--- src/rtl/alu_pkg.sv ---
// Shared encodings for the sequential ALU: opcodes, operand-B selects,
// FSM states and the small constant table.
package alu_pkg;

   typedef enum logic [2:0] {
      OP_ADD   = 3'd0,
      OP_SUB   = 3'd1,
      OP_LSB   = 3'd2,
      OP_CONST = 3'd3,
      OP_SHIFT = 3'd4,
      OP_LDADD = 3'd5,
      OP_PUSH  = 3'd6,
      OP_PASS  = 3'd7
   } op_e;

   typedef enum logic [1:0] {
      SRC_B    = 2'd0,
      SRC_IMM  = 2'd1,
      SRC_IMM2 = 2'd2,
      SRC_ZERO = 2'd3
   } src_e;

   typedef enum logic [1:0] {
      ST_IDLE  = 2'd0,
      ST_SHIFT = 2'd1,
      ST_DONE  = 2'd2
   } state_e;

   // 144 needs a ninth bit to stay positive before sign extension
   localparam int CONST_W = 9;

   function automatic logic signed [CONST_W-1:0] const_lookup(input logic [2:0] sel);
      logic signed [CONST_W-1:0] v;
      case (sel)
         3'd0:    v = 9'sd0;
         3'd1:    v = 9'sd1;
         3'd2:    v = 9'sd9;
         3'd3:    v = 9'sd48;
         3'd4:    v = 9'sd95;
         3'd5:    v = 9'sd144;
         3'd6:    v = -9'sd1;
         default: v = -9'sd96;
      endcase
      return v;
   endfunction

endpackage

--- src/rtl/alu_seq_if.sv ---
// Request/response bundle of the sequential ALU; slave is the ALU side,
// master is the requester/consumer side.
interface alu_seq_if #(
   parameter int WIDTH = 16
);
   logic             in_valid;
   logic             in_ready;
   logic [2:0]       op;
   logic [1:0]       src;
   logic [WIDTH-1:0] in_a;
   logic [WIDTH-1:0] in_b;
   logic [WIDTH-1:0] imm;
   logic [WIDTH-1:0] load_val;
   logic             branch;
   logic             out_valid;
   logic             out_ready;
   logic [WIDTH-1:0] result;
   logic             branching;
   logic [WIDTH-1:0] sp_addr;

   modport slave (
      input  in_valid, op, src, in_a, in_b, imm, load_val, branch, out_ready,
      output in_ready, out_valid, result, branching, sp_addr
   );

   modport master (
      output in_valid, op, src, in_a, in_b, imm, load_val, branch, out_ready,
      input  in_ready, out_valid, result, branching, sp_addr
   );
endinterface

--- src/rtl/alu_shift_unit.sv ---
// Iterative one-bit-per-cycle shifter with saturated signed shift amount.
// B >= 0 shifts left, B < 0 shifts logically right by -B.
module alu_shift_unit #(
   parameter int WIDTH   = 16,
   parameter int SHAMT_W = $clog2(WIDTH) + 1
) (
   input  logic             clk,
   input  logic             rst_n,
   input  logic             load_i,
   input  logic             step_i,
   input  logic [WIDTH-1:0] a_i,
   input  logic [WIDTH-1:0] b_i,
   output logic             zero_amt_o,
   output logic             last_o,
   output logic [WIDTH-1:0] next_val_o
);

   logic [WIDTH-1:0]   val_q, val_d;
   logic [SHAMT_W-1:0] cnt_q, cnt_d;
   logic               left_q, left_d;
   logic [WIDTH:0]     mag_wide;
   logic [SHAMT_W-1:0] amt;

   // One extra bit keeps the negation of the most-negative B from overflowing
   assign mag_wide = b_i[WIDTH-1] ? ({1'b0, ~b_i} + (WIDTH+1)'(1)) : {1'b0, b_i};
   assign amt      = (mag_wide >= (WIDTH+1)'(WIDTH)) ? SHAMT_W'(WIDTH)
                                                     : mag_wide[SHAMT_W-1:0];

   assign zero_amt_o = (amt == '0);
   assign last_o     = (cnt_q == SHAMT_W'(1));
   assign next_val_o = left_q ? (val_q << 1) : (val_q >> 1);

   always_comb begin
      val_d  = val_q;
      cnt_d  = cnt_q;
      left_d = left_q;
      if (load_i) begin
         val_d  = a_i;
         cnt_d  = amt;
         left_d = ~b_i[WIDTH-1];
      end else if (step_i && cnt_q != '0) begin
         val_d = next_val_o;
         cnt_d = cnt_q - SHAMT_W'(1);
      end
   end

   always_ff @(posedge clk or negedge rst_n) begin
      if (!rst_n) begin
         val_q  <= '0;
         cnt_q  <= '0;
         left_q <= 1'b0;
      end else begin
         val_q  <= val_d;
         cnt_q  <= cnt_d;
         left_q <= left_d;
      end
   end

endmodule

--- src/rtl/alu_seq.sv ---
// Sequential ALU: accepts one request in IDLE, computes single-cycle ops
// directly or walks the shifter, then holds the result until consumed.
module alu_seq
   import alu_pkg::*;
#(
   parameter int WIDTH    = 16,
   parameter int SP_RESET = 0,
   parameter int SHAMT_W  = $clog2(WIDTH) + 1
) (
   input  logic       clk,
   input  logic       rst_n,
   alu_seq_if.slave   bus
);

   state_e           state_q, state_d;
   logic [WIDTH-1:0] result_q, result_d;
   logic [WIDTH-1:0] sp_q, sp_d;
   logic             branching_q, branching_d;
   logic             branch_q, branch_d;

   op_e              op;
   src_e             src;
   logic             accept;
   logic [WIDTH-1:0] b_sel;
   logic [WIDTH-1:0] op_res;
   logic [WIDTH-1:0] sp_inc;
   logic signed [WIDTH+CONST_W-1:0] const_ext;

   logic             sh_load, sh_step, sh_zero, sh_last;
   logic [WIDTH-1:0] sh_next;

   assign op     = op_e'(bus.op);
   assign src    = src_e'(bus.src);
   assign accept = bus.in_valid && (state_q == ST_IDLE);
   assign sp_inc = sp_q + WIDTH'(1);

   always_comb begin
      b_sel = '0;
      case (src)
         SRC_B:    b_sel = bus.in_b;
         SRC_IMM:  b_sel = bus.imm;
         SRC_IMM2: b_sel = {{(WIDTH-1){1'b0}}, bus.imm[2]};
         default:  b_sel = '0;
      endcase
   end

   // Sign-extend via a wide signed temporary so WIDTH below 9 still works
   assign const_ext = const_lookup(b_sel[2:0]);

   always_comb begin
      op_res = bus.in_a;
      case (op)
         OP_ADD:   op_res = bus.in_a + b_sel;
         OP_SUB:   op_res = bus.in_a - b_sel;
         OP_LSB:   op_res = {{(WIDTH-1){1'b0}}, bus.in_a[0]};
         OP_CONST: op_res = const_ext[WIDTH-1:0];
         OP_SHIFT: op_res = bus.in_a;
         OP_LDADD: op_res = bus.load_val + b_sel;
         OP_PUSH:  op_res = sp_inc;
         default:  op_res = bus.in_a;
      endcase
   end

   always_comb begin
      state_d     = state_q;
      result_d    = result_q;
      branching_d = branching_q;
      branch_d    = branch_q;
      sp_d        = sp_q;
      sh_load     = 1'b0;
      sh_step     = 1'b0;
      case (state_q)
         ST_IDLE: begin
            if (accept) begin
               branch_d = bus.branch;
               if (op == OP_PUSH) sp_d = sp_inc;
               if (op == OP_SHIFT && !sh_zero) begin
                  sh_load = 1'b1;
                  state_d = ST_SHIFT;
               end else begin
                  result_d    = op_res;
                  branching_d = bus.branch && (op_res == '0);
                  state_d     = ST_DONE;
               end
            end
         end
         ST_SHIFT: begin
            sh_step = 1'b1;
            if (sh_last) begin
               result_d    = sh_next;
               branching_d = branch_q && (sh_next == '0);
               state_d     = ST_DONE;
            end
         end
         ST_DONE: begin
            if (bus.out_ready) state_d = ST_IDLE;
         end
         default: state_d = ST_IDLE;
      endcase
   end

   always_ff @(posedge clk or negedge rst_n) begin
      if (!rst_n) begin
         state_q     <= ST_IDLE;
         result_q    <= '0;
         branching_q <= 1'b0;
         branch_q    <= 1'b0;
         sp_q        <= WIDTH'(SP_RESET);
      end else begin
         state_q     <= state_d;
         result_q    <= result_d;
         branching_q <= branching_d;
         branch_q    <= branch_d;
         sp_q        <= sp_d;
      end
   end

   alu_shift_unit #(
      .WIDTH   (WIDTH),
      .SHAMT_W (SHAMT_W)
   ) u_shift (
      .clk        (clk),
      .rst_n      (rst_n),
      .load_i     (sh_load),
      .step_i     (sh_step),
      .a_i        (bus.in_a),
      .b_i        (b_sel),
      .zero_amt_o (sh_zero),
      .last_o     (sh_last),
      .next_val_o (sh_next)
   );

   assign bus.in_ready  = (state_q == ST_IDLE);
   assign bus.out_valid = (state_q == ST_DONE);
   assign bus.result    = result_q;
   assign bus.branching = branching_q;
   assign bus.sp_addr   = sp_q;

endmodule

--- src/flat_wrapper.sv ---
// flat-port wrapper written by rule: the top's interface ports become plain ports
module alu_seq_flat import alu_pkg::*;
#(
   parameter int WIDTH    = 16,
   parameter int SP_RESET = 0,
   parameter int SHAMT_W  = $clog2(WIDTH) + 1
)
  (clk, rst_n, bus_in_valid, bus_op, bus_src, bus_in_a, bus_in_b, bus_imm, bus_load_val, bus_branch, bus_out_ready, bus_in_ready, bus_out_valid, bus_result, bus_branching, bus_sp_addr);
  alu_seq_if #(.WIDTH(WIDTH)) bus_i ();
  input  logic clk;
  input  logic rst_n;
  input wire logic [$bits(bus_i.in_valid)-1:0] bus_in_valid;
  input wire logic [$bits(bus_i.op)-1:0] bus_op;
  input wire logic [$bits(bus_i.src)-1:0] bus_src;
  input wire logic [$bits(bus_i.in_a)-1:0] bus_in_a;
  input wire logic [$bits(bus_i.in_b)-1:0] bus_in_b;
  input wire logic [$bits(bus_i.imm)-1:0] bus_imm;
  input wire logic [$bits(bus_i.load_val)-1:0] bus_load_val;
  input wire logic [$bits(bus_i.branch)-1:0] bus_branch;
  input wire logic [$bits(bus_i.out_ready)-1:0] bus_out_ready;
  output wire logic [$bits(bus_i.in_ready)-1:0] bus_in_ready;
  output wire logic [$bits(bus_i.out_valid)-1:0] bus_out_valid;
  output wire logic [$bits(bus_i.result)-1:0] bus_result;
  output wire logic [$bits(bus_i.branching)-1:0] bus_branching;
  output wire logic [$bits(bus_i.sp_addr)-1:0] bus_sp_addr;
  assign bus_i.in_valid = bus_in_valid;
  assign bus_i.op = bus_op;
  assign bus_i.src = bus_src;
  assign bus_i.in_a = bus_in_a;
  assign bus_i.in_b = bus_in_b;
  assign bus_i.imm = bus_imm;
  assign bus_i.load_val = bus_load_val;
  assign bus_i.branch = bus_branch;
  assign bus_i.out_ready = bus_out_ready;
  assign bus_in_ready = bus_i.in_ready;
  assign bus_out_valid = bus_i.out_valid;
  assign bus_result = bus_i.result;
  assign bus_branching = bus_i.branching;
  assign bus_sp_addr = bus_i.sp_addr;
  alu_seq #(.WIDTH(WIDTH), .SP_RESET(SP_RESET), .SHAMT_W(SHAMT_W)) u_core (.clk(clk), .rst_n(rst_n), .bus(bus_i));
endmodule
--- config.mk ---
export PLATFORM = sky130hd
export DESIGN_NAME = alu_seq_flat
export DESIGN_NICKNAME = d
export VERILOG_FILES = /design/src/rtl/alu_pkg.sv /design/src/rtl/alu_seq_if.sv /design/src/rtl/alu_shift_unit.sv /design/src/rtl/alu_seq.sv /design/src/flat_wrapper.sv
export SDC_FILE = /design/constraint.sdc
export NUM_CORES = 1
export LEC_CHECK = 0
export CAP_MARGIN = 30
export CORE_ASPECT_RATIO = 1.75
export CORE_MARGIN = 8
export CORE_UTILIZATION = 60
export CTS_BUF_LIST = sky130_fd_sc_hd__clkbuf_4
export DETAILED_ROUTE_END_ITERATION = 10
export GPL_TIMING_DRIVEN = 0
export PLACE_DENSITY = 0.89
export SYNTH_ARGS = -nofsm -noshare
export SYNTH_HDL_FRONTEND = slang
export SYNTH_SLANG_ARGS = --single-unit
--- constraint.sdc ---
create_clock -name clk -period 4.8 [get_ports clk]
set_input_delay 0.48 -clock clk [delete_from_list [all_inputs] [get_ports clk]]
set_output_delay 0.48 -clock clk [all_outputs]
set_load 0.1 [all_outputs]
**Word level (Yosys, flattened, before mapping)**

Index checks and enable logic that the tools add are counted.

- Register bits: 58
- Input port bits: 74
- Word-level logic and storage cells: 85

- Add/sub/neg operators: 6
- Magnitude comparators: 1
- Eq/ne operators: 21
- Muxes and demuxes: 27
- Bitwise operators: 2
- Reduce and logical (&&, ||, !) cells: 20

Operator list:

| operator | count |
|---|---|
| $mux W16 | 6 |
| $pmux W16 S6 | 1 |
| $pmux W9 S7 | 1 |
| $pmux W16 S3 | 1 |
| $add A16 B16 Y16 | 2 |
| $logic_not A16 Y1 | 2 |
| $pmux W16 S2 | 1 |
| $eq A3 B3 Y1 const B | 6 |
| $add A16 B1 Y17 const B | 1 |
| $ge A17 B5 Y1 const B | 1 |
| $mux W17 | 1 |
| $add A16 B1 Y16 const B | 1 |
| $not A16 Y16 | 1 |
| $sub A16 B16 Y16 | 1 |
| $mux W5 | 3 |
| $eq A3 B2 Y1 const B | 4 |
| $mux W2 | 4 |
| $mux W1 | 7 |
| $eq A3 B1 Y1 const B | 2 |
| $logic_not A3 Y1 | 2 |
| $pmux W2 S3 | 1 |
| $reduce_and A3 Y1 | 2 |
| $eq A5 B1 Y1 const B | 1 |
| $logic_and A1 B1 Y1 | 5 |
| other kinds (14) | 20 |

**Depth between registers and ports, before layout**

Gate-level depths: netlist (run 1).

- Depth after elaboration: 14
- Gate-level depth with buffers: 17

**Cells and area by module**

Synthesis (run 1) repeated with hierarchy kept, for this count alone.

- Cells, all modules: 768
- Area total of the unflattened synthesis: 6,312.3 um^2

Modules (own cells, without submodules):

| module | times used | cells an instance | area an instance (um^2) | seq. area each (um^2) |
|---|---|---|---|---|
| alu_seq | 1 | 573 | 4,549.4 | 900.9 |
| alu_shift_unit | 1 | 195 | 1,762.9 | 550.5 |

**Least setup slack after synthesis (run 1)**

No wires, ideal clock.

- Kind: input-to-reg
- From: input bus_op[2]
- To: register u_core.branching_q (netlist: u_core.bus.branching)
- Library setup time: 0.095 ns
- Data arrival time: 3.981 ns
- Required time: 4.705 ns
- Setup slack: 0.724 ns
- Stages: 17
- Cell sequence: clkbuf_1 > nand3b_1 > clkbuf_1 > mux2_2 > ha_1 > inv_1 > fa_1 > nor2b_1 > o221ai_1 > a211oi_1 > nor2_1 > o21a_1 > o32ai_1 > nand3_1 > nor4_1 > nand4b_1 > o31ai_1

- Word-level cells in the longest chain between the ends: 7
- Elaborated cells between the ends (all ways): 16
- Classes of those cells: eq/ne (7); mux (4); reduce/logical (5)

RTL lines:

| item | RTL line | RTL |
|---|---|---|
| start, declared | flat_wrapper.sv:13 | `input wire logic [$bits(bus_i.op)-1:0] bus_op;` |
| $eq A3 B3 Y1, or another cell as far along | alu_seq.sv:52 | `case (op)` |
| $pmux W16 S6 | alu_seq.sv:52 |  |
| $logic_not A16 Y1 | alu_seq.sv:82 | `branching_d = bus.branch && (op_res == '0);` |
| $logic_and A1 B1 Y1 | alu_seq.sv:82 |  |
| $mux W1 | alu_seq.sv:77 | `if (op == OP_SHIFT && !sh_zero) begin` |
| $mux W1 | alu_seq.sv:74 | `if (accept) begin` |
| $pmux W1 S2 | alu_seq.sv:72 | `case (state_q)` |
| end signal, assigned | alu_seq.sv:112 | `branching_q <= branching_d;` |
| end, declared | alu_seq.sv:18 | `logic branching_q, branching_d;` |

Several ways; a longest one is shown, not always the timed one. The select of a mux whose other input is x is not followed.
A chain may end at the register's enable or synchronous reset.

**Final worst setup path (run 1)**

- From: input bus_src[0]
- To: register u_core.branching_q (netlist: u_core.bus.branching)

- Word-level cells in the longest chain between the ends: 12
- Elaborated cells between the ends (all ways): 31
- Classes of those cells: add/sub (4); order compare (1); eq/ne (9); mux (8); bitwise (1); reduce/logical (8)

RTL lines:

| item | RTL line | RTL |
|---|---|---|
| start, declared | flat_wrapper.sv:14 | `input wire logic [$bits(bus_i.src)-1:0] bus_src;` |
| $eq A2 B2 Y1, or another cell as far along | alu_seq.sv:39 | `case (src)` |
| $pmux W16 S3 * | alu_seq.sv:39 |  |
| $not A16 Y16 | alu_shift_unit.sv:25 | `assign mag_wide = b_i[WIDTH-1] ? ({1'b0, ~b_i} + (WIDTH+1)'(1)) : {1'b0, b_i};` |
| $add A16 B1 Y17 | alu_shift_unit.sv:25 |  |
| $mux W17 | alu_shift_unit.sv:25 |  |
| $ge A17 B5 Y1 | alu_shift_unit.sv:26 | `assign amt = (mag_wide >= (WIDTH+1)'(WIDTH)) ? SHAMT_W'(WIDTH)` |
| $mux W5 | alu_shift_unit.sv:26 |  |
| $logic_not A5 Y1 | alu_shift_unit.sv:29 | `assign zero_amt_o = (amt == '0);` |
| $logic_not A1 Y1 | alu_seq.sv:77 |  |
| $logic_and A1 B1 Y1 | alu_seq.sv:77 |  |
| $ne A2 B2 Y1 (no source line) | n/a |  |
| $reduce_and A4 Y1 (no source line) | n/a |  |

Every way passes the cells marked *; elsewhere a longest branch is shown, timed or not. The select of a mux whose other input is x is not followed.

==> impl_metrics.ini, run 1 <==
[drt]
ant_nets = 0
wl_per_cell_um = 22.7
via_per_inst = 6.63
wirelength_um = 24100
drcViolationCount = 0
drt_iter0_markers = 569
dr.pass1.iters = 5
vias = 7032

[sta]
finalClockSkew_ps = 20.3
setup_viol = 0
fmax_mhz = 218
max_slew.worst_pin.slew_ps = 1020
setup_slack_ps = 215
rsz0062_at_grt = false
hold_viol = 0
period_share = 0.955
maxSlewHeadroom = 0.321
drv_slew = 0
post-route-min-period_ps = 4580

[yosys]
avgSynthCellArea_um2 = 7.96
ys_types = 76
yosysMostFrequentCell = nor2_1
synth_commonest_cells = nor2_1 (90), nand2_1 (75), dfrtp_1 (58), a21oi_1 (49), o21ai_0 (45)
yosys-top-cells-area = dfrtp_1 (23%), ha_1 (7.4%), mux2i_1 (5.9%)
synth.net_count = 917
ys_seq_elements = 58
async_flop_share = 1.00
synth_ff_type = dfrtp_1
syn_inst = 803
yosysTopAreaCellShare = 0.227
yosysWarnings = 0
synth_area_mm2 = 0.00639
synth_edf_count = 0
synth.largest_area_cell = dfrtp_1
yosysSeqAreaShare = 0.227

[final_layout]
fillers = 839
regArea_mm2 = 0.00145
final_net_count = 1039
drive_gt1_frac = 0.100
final_core_util = 0.742
final_cells = 1061
design_area_mm2 = 0.00784
multi_input_area_mm2 = 0.00467
syn_to_final_growth_pct = 22.6

[clocking]
clock_path_buffers = 2
clkTransAtPathRegs_ps = 120
numClockSinks = 58
cts_tree = built
htreeDepth = 3
insertion_delay_ps = 440
hold_buffers = 0
cts_root_buf = clkbuf_4
cts_buffers = 9

[place]
dp_hpwl_um = 19500
portBuffers = 107
post_dp_cell_area_mm2 = 0.00765
gp_congestion = 1.02
dp_slack_ps = -889
dp.cells = 1043

[global_route]
antenna_found_initial = 1
grt_pass1_wl_um = 37200
gr-total-overflow = 0
grt_max_degree = 39
track_usage = 0.335
grt_pass1_vias = 7280

[critical_path]
worstReg2RegEnd = u_core.bus.branching
arrival_ps = 4920
end_kind = flip-flop
worstSetupPathType = in2reg
reg2regPathDepth = 10
r2r_slack_ps = 1430
start_kind = input pin
required_ps = 5130
path_max_fanout = 11
regToRegStartpoint = u_core.bus.sp_addr[0]

[power]
p_switching_w = 0.00173
total_leakage_power_nw = 3.31
p_per_area_mw_per_mm2 = 408
peakVddDrop_uv = 488
seqPwrFrac = 0.252
p_comb_frac = 0.629
netSwitchingFraction = 0.543
intPower_w = 0.00146
p_clk_frac = 0.119
total_power_w = 0.00320

[floorplan]
chipWidth_um = 94.0
start_util = 0.605
io_pins = 109
die_h_um = 153
die_area_mm2 = 0.0143
rows = 50
coreArea_mm2 = 0.0106

[hold_path]
min_path_type = in2async

[status]
status = complete, no violations

[flow_run]
max-cap-violations = 0
## final cells by class
| cell class | instances | area share |
|---|---|---|
| Timing Repair Buffer | 112 | 0.142 |
| Multi-Input combinational cell | 680 | 0.596 |
| Buffer | 33 | 0.0238 |
| Antenna cell | 1 | 0.000319 |
| Tap cell | 130 | 0.0207 |
| Clock inverter | 7 | 0.00878 |
| Sequential cell | 58 | 0.185 |
| Clock buffer | 9 | 0.00862 |
| Inverter | 31 | 0.0148 |
## cells by family (layout without fill, tap and decap cells)
family          Yosys count  count (layout)  share of synthesized area
compound gates          232             232                      0.252
xor+xnor                 45              45                     0.0616
fa+ha+maj                40              40                     0.0806
buf+inv                  65             192                     0.0477
flops                    58              58                      0.227
mux                      59              59                     0.0965
other cells               0               1                          0
simple gates            304             304                      0.234
## layout by cell type, fill, tap and decap left out, drive strengths merged, types with 11 or more instances in the layout
| master | instances |
|---|---|
| nand4 | 14 |
| a221o | 14 |
| nor2 | 91 |
| ha | 38 |
| clkdlybuf4s50 | 106 |
| xnor2 | 32 |
| inv | 32 |
| o21a | 12 |
| a21oi | 51 |
| dfrtp | 58 |
| mux2 | 21 |
| or2 | 17 |
| nand3 | 17 |
| nor3 | 26 |
| mux2i | 38 |
| nand2 | 75 |
| o21ai | 47 |
| o22ai | 13 |
| clkbuf | 28 |
| buf | 20 |
| nor4 | 11 |
| nand2b | 16 |
| xor2 | 13 |
## worst max-delay path, cell delays in order
cell and delay, ps:
clkdlybuf4s50_1 610, buf_6 220, mux2i_2 360, or2_2 200
buf_2 220, inv_1 120, ha_1 250, or2_2 310
o221ai_1 390, a211oi_2 150, buf_4 170, o41a_1 340
a2111oi_0 410, o31ai_1 100, a21oi_1 230, a211oi_1 110
nand4b_1 160, o31ai_1 70
## how the worst max path moves through the flow
stage          slack [ps]                    to        from
3_5_place_dp         -890  u_core.bus.branching   bus_op[2]
2_1_floorplan         720  u_core.bus.branching   bus_op[2]
6_report              220  u_core.bus.branching  bus_src[0]
4_1_cts                70  u_core.bus.branching  bus_src[0]
5_1_grt                50  u_core.bus.branching  bus_src[0]
3_3_place_gp         -900  u_core.bus.branching   bus_op[2]
## state kept, by name, indices dropped and copies added (netlist names)
name	count
u_core.bus.branching	1
u_core.branch_q	1
u_core.u_shift.cnt_q	5
u_core.state_q	2
u_core.bus.sp_addr	16
u_core.u_shift.val_q	16
u_core.u_shift.left_q	1
u_core.bus.result	16
## power groups by stage
stage / clock network, W / registers [W] / logic [W]
4_1_cts: 0.000382 / 0.000798 / 0.00199
3_5_place_dp: 0 / 0.000806 / 0.00197
2_1_floorplan: 0 / 0.00134 / 0.000889
6_report: 0.000381 / 0.000804 / 0.00201
3_3_place_gp: 0 / 0.000802 / 0.00195
5_1_grt: 0.000404 / 0.000821 / 0.00212
## layer usage
| layer | GRT usage | part of all wire | vias to the layer above |
|---|---|---|---|
| li1 | - | - | 3240 |
| met1 | 0.323 | 0.34 | 3283 |
| met2 | 0.588 | 0.52 | 384 |
| met3 | 0.0705 | 0.064 | 125 |
| met4 | 0.264 | 0.075 | 0 |
| met5 | 0 | 0 | - |
## repair_timing
item	in CTS	in global routing
setup buffers	1	1
pin swaps	1	1
setup endpoints to repair	3	1
resized for setup	3	6
## metrics by stage
stage	hold WS, ps	setup TNS, ps
global placement	461	-2460
finish	8.70	0
detailed placement	469	-2590
CTS	17.7	0
global route	45.2	0
floorplan	184	0
Note: power is estimated with default switching activity, not from simulation.
==> inputs of run 2 (changes only) <==
--- a/config.mk
+++ b/config.mk
@@ -7,7 +7,7 @@
 export LEC_CHECK = 0
 export CAP_MARGIN = 30
 export CORE_ASPECT_RATIO = 1.75
-export CORE_MARGIN = 8
+export CORE_MARGIN = 2
 export CORE_UTILIZATION = 60
 export CTS_BUF_LIST = sky130_fd_sc_hd__clkbuf_4
 export DETAILED_ROUTE_END_ITERATION = 10
==> run 2 against run 1 <==
  * Non-clock buffer count shrank 2
  * Core utilization grew 2.4 points
  * First-iteration DRC count grew 30%
  * Largest cell class unchanged
==> impl_metrics.ini, run 2 (synthesis results as in run 1) <==
[status]
status = complete, no violations

[power]
total_power_w = 0.00336
total_leakage_power_nw = 3.33
p_per_area_mw_per_mm2 = 426
peakVddDrop_uv = 469

[final_layout]
layout_commonest_cell = clkdlybuf4s50_1
final_net_count = 1037
final_cells = 1057
layout_common_cells = clkdlybuf4s50_1 (106), nor2_1 (89), nand2_1 (75)
syn_to_final_growth_pct = 23.4
design_area_mm2 = 0.00789
drive_gt1_frac = 0.0981

[critical_path]
worstReg2RegEnd = u_core.bus.branching
required_ps = 5170
r2r_slack_ps = 1510
worstSetupPathType = in2reg
reg2regPathDepth = 10
path_max_fanout = 11
regToRegStartpoint = u_core.bus.sp_addr[0]
start_kind = input pin
arrival_ps = 4980
end_kind = flip-flop
path_cells = clkdlybuf4s50_1 -> buf_6 -> mux2i_2 -> or2_2 -> buf_2 -> inv_1 -> ha_1 -> or2_2 -> o221ai_2 -> a21boi_0 -> nor3_1 -> nor3_1 -> o22ai_1 -> nand4_1 -> nor4_1 -> nand4b_1 -> o31ai_1
max_stage_delay_ps = 610
cpMaxStageDelayCell = clkdlybuf4s50_1

[global_route]
grt_max_degree = 32
grt_pass1_vias = 7336
grt_pass1_wl_um = 37400
antenna_found_initial = 3
track_usage = 0.434
gr-total-overflow = 0

[place]
gp_congestion = 1.08
dp_hpwl_um = 19000
post_dp_cell_area_mm2 = 0.00764
portBuffers = 107
dp.cells = 1039
dp_slack_ps = -948

[drt]
drcViolationCount = 0
wl_per_cell_um = 23.0
vias = 7228
drt_iter0_markers = 741
dr.pass1.iters = 6
wirelength_um = 24300
ant_nets = 0
via_per_inst = 6.84

[clocking]
cts_tree = built
clock_path_buffers = 2
cts_buffers = 9
insertion_delay_ps = 460
clkTransAtPathRegs_ps = 130
hold_buffers = 0
numClockSinks = 58
htreeDepth = 3
cts_root_buf = clkbuf_4

[floorplan]
coreArea_mm2 = 0.0103
start_util = 0.621
io_pins = 109
chipWidth_um = 82.0
rows = 49
die_area_mm2 = 0.0115
die_h_um = 141

[sta]
fmax_mhz = 217
setup_slack_ps = 194
setup_viol = 0
post-route-min-period_ps = 4610
rsz0062_at_grt = false
max_slew.worst_pin.slew_ps = 991
drv_slew = 0
period_share = 0.960
maxSlewHeadroom = 0.337
finalClockSkew_ps = 15.8
tns_ps = 0
hold_viol = 0

[hold_path]
min_path_type = in2async

[flow_run]
max-cap-violations = 0
run 2: cell count changes in the layout (fill, tap and decap cells not counted), moves of 2 or more:
cell        change
clkinv_2        -3
clkinvlp_4      -2
bufinv_16       +2
clkinv_4        +2
run 2: worst max-delay path by stage:
stage / startpoint / end / slack, ps
after global placement: bus_op[2] / u_core.bus.branching / -810
final: bus_src[0] / u_core.bus.branching / 190
after CTS: bus_src[0] / u_core.bus.branching / 6
after floorplan: bus_op[2] / u_core.bus.branching / 720
after global routing: bus_src[0] / u_core.bus.branching / 20
after detailed placement: bus_op[2] / u_core.bus.branching / -950
run 2: power by group:
part	internal (W)	leakage [nW]	switching [W]
clock network	0.000269	0.101	0.000241
registers	0.000661	0.748	0.000149
logic	0.000643	2.48	0.00140
run 2: cell type report:
class                      count  area, µm²
multi-input combinational    680       4680
fill                         748       2410
sequential                    58       1450
timing repair buffer         110       1100
buffer                        33        186
tap                          127        159
clock inverter                 7        125
inverter                      31        116
clock buffer                   9       67.6
antenna                        2       5.00
run 2: timing repair:
| action | in CTS | in global routing |
|---|---|---|
| endpoints found under the setup margin | 3 | 3 |
| pin swaps | 1 | 0 |
| buffers inserted | 1 | 0 |
| resized for setup | 2 | 9 |
| cloned | 0 | 0 |
run 2: per-stage QoR:
step	hold WS (ps)	utilization
2_1_floorplan	184	-
3_3_place_gp	463	0.740
3_5_place_dp	476	0.742
4_1_cts	71.9	0.762
5_1_grt	101	0.766
6_report	60.7	0.766
run 2: layer usage:
metal,track usage,vias to the layer above,part of all wire,wire length [µm]
met5,0,-,0.00066,16
met4,0.383,2,0.099,2400
met3,0.126,166,0.079,1910
met2,0.705,448,0.49,11900
met1,0.430,3376,0.33,8060
li1,-,3236,-,-
run 2: critical path, delay by kind of cell:
family                   cells  cell delay [ps]
AO/OA/AOI/OAI                4             1150
AND/OR/NAND/NOR              7             1540
buffers and inverters        4             1190
multiplexers                 1              360
adder cells (fa/ha/maj)      1              250
==> inputs of run 3 (changes only) <==
--- a/config.mk
+++ b/config.mk
@@ -10,9 +10,11 @@
 export CORE_MARGIN = 2
 export CORE_UTILIZATION = 60
 export CTS_BUF_LIST = sky130_fd_sc_hd__clkbuf_4
+export CTS_CLUSTER_SIZE = 20
 export DETAILED_ROUTE_END_ITERATION = 10
 export GPL_TIMING_DRIVEN = 0
 export PLACE_DENSITY = 0.89
+export SETUP_SLACK_MARGIN = 0.15
 export SYNTH_ARGS = -nofsm -noshare
 export SYNTH_HDL_FRONTEND = slang
 export SYNTH_SLANG_ARGS = --single-unit
==> run 3 against run 2 <==
  * Flip-flop and latch count stayed put
  * Setup slack better by 85 ps
  * Wire length increased by 0.57%
  * Hold slack improved by 11 ps
  * Die area unchanged
==> impl_metrics.ini, run 3 (synthesis results as in run 1) <==
[status]
status = complete, no violations

[drt]
route.met3.wl_um = 1840
dr.pass1.iters = 7
vias = 7273
wirelength_um = 24400
wl_per_cell_um = 23.1
ant_nets = 0
drt-met1-wl_um = 8240
highest_layer = met4
via_per_inst = 6.88
drt_iter0_markers = 738
met2_length_um = 11900
drcViolationCount = 0

[clocking]
cts_buffers = 9
clkTransAtPathRegs_ps = 130
hold_buffers = 0
cts_root_buf = clkbuf_4
numClockSinks = 58
clock_path_buffers = 2
htreeDepth = 3
cts_tree = built
insertion_delay_ps = 460

[sta]
setup_slack_ps = 279
setup_viol = 0
hold_viol = 0
rsz0062_at_grt = true
fmax_mhz = 221
drv_slew = 0
maxSlewHeadroom = 0.338
finalClockSkew_ps = 16.5
period_share = 0.942
tns_ps = 0
max_slew.worst_pin.slew_ps = 990
holdWs_ps = 71.2
post-route-min-period_ps = 4520

[power]
p_per_area_mw_per_mm2 = 425
total_leakage_power_nw = 3.34
peakVddDrop_uv = 468

[critical_path]
reg2regPathDepth = 10
max_stage_delay_ps = 600
path_max_fanout = 11
cpMaxStageDelayCell = clkdlybuf4s50_1
path_depth = 17
required_ps = 5160
cp_num_buf_inv = 4
path_cells = clkdlybuf4s50_1 -> buf_6 -> mux2i_2 -> or2_2 -> buf_2 -> inv_1 -> ha_1 -> nor2b_1 -> o221ai_4 -> a211oi_4 -> nor2_1 -> o21a_1 -> o32ai_2 -> nand3_1 -> nor4_1 -> nand4b_1 -> o31ai_1
arrival_ps = 4890
critPathTopFamily = compound AO/OA/AOI/OAI gates
start_kind = input pin
end_kind = flip-flop
worstSetupPathType = in2reg

[final_layout]
final_core_util = 0.768
drive_gt1_frac = 0.0990
layout_commonest_cell = clkdlybuf4s50_1
syn_to_final_growth_pct = 23.8
final_net_count = 1038
layout_common_cells = clkdlybuf4s50_1 (106), nor2_1 (90), nand2_1 (75)

[place]
dp_hpwl_um = 19000
dp_slack_ps = -948
portBuffers = 107
gp_congestion = 1.08

[global_route]
grt_max_degree = 32
gr-total-overflow = 0
antenna_found_initial = 1
grt_pass1_wl_um = 37600
grt_pass1_vias = 7328
track_usage = 0.435

[hold_path]
min_path_type = in2async

[floorplan]
die_h_um = 141
start_util = 0.621
die_area_mm2 = 0.0115
chipWidth_um = 82.0
io_pins = 109
coreArea_mm2 = 0.0103
rows = 49

[flow_run]
max-cap-violations = 0
==> run 3: worst paths after layout <==
check / startpoint / end / slack [ps]
worst min register to register: u_core.bus.result[10] / u_core.bus.result[10] / 500
min in group clk: u_core.bus.result[10] / u_core.bus.result[10] / 500
max in group asynchronous: rst_n / u_core.u_shift.val_q[14] / 4110
worst max register to register: u_core.bus.sp_addr[0] / u_core.bus.branching / 1510
worst min-delay path: rst_n / u_core.u_shift.cnt_q[2] / 70
worst max-delay path: bus_src[0] / u_core.bus.branching / 280
==> run 3: through the flow <==
stage                     area (µm²)  total power [W]  cells
after CTS                       7860          0.00329   1056
after detailed placement        7640          0.00278   1039
after global routing            7910          0.00351   1057
after global placement          7620          0.00273   1037
final                           7910          0.00336   1057
after floorplan                 6390          0.00223    803
==> run 3: metal layers <==
layer / GRT usage / up-vias
met5: 0 / -
met4: 0.371 / 0
met3: 0.117 / 169
met2: 0.713 / 480
met1: 0.437 / 3387
li1: - / 3237
==> run 3: layout make-up <==
type,count,area (µm²)
Buffer,34,191
Sequential cell,58,1450
Timing Repair Buffer,110,1100
Multi-Input combinational cell,680,4700
Inverter,31,116
Tap cell,127,159
Clock inverter,7,125
Fill cell,744,2390
Clock buffer,9,67.6
Antenna cell,1,2.50
==> run 3: power breakdown <==
part           switching (W)  internal [W]  total [W]  leakage [nW]
sequential          0.000149      0.000661   0.000810         0.748
combinational        0.00140      0.000645    0.00204          2.49
clock               0.000239      0.000269   0.000508         0.101
==> run 3: timing repair <==
item                       4_1_cts  5_1_grt
setup endpoints to repair        4        5
resized for setup                5       10
pin swaps                        1        0
setup buffers                    1        0
==> run 3: worst register-to-register path: cells and delay by family (launching register included) <==
kind            cells  cell delay [ps]
simple gates        4             1250
compound gates      4             1080
flops               1              490
fa+ha+maj           1              260
xor+xnor            1              140
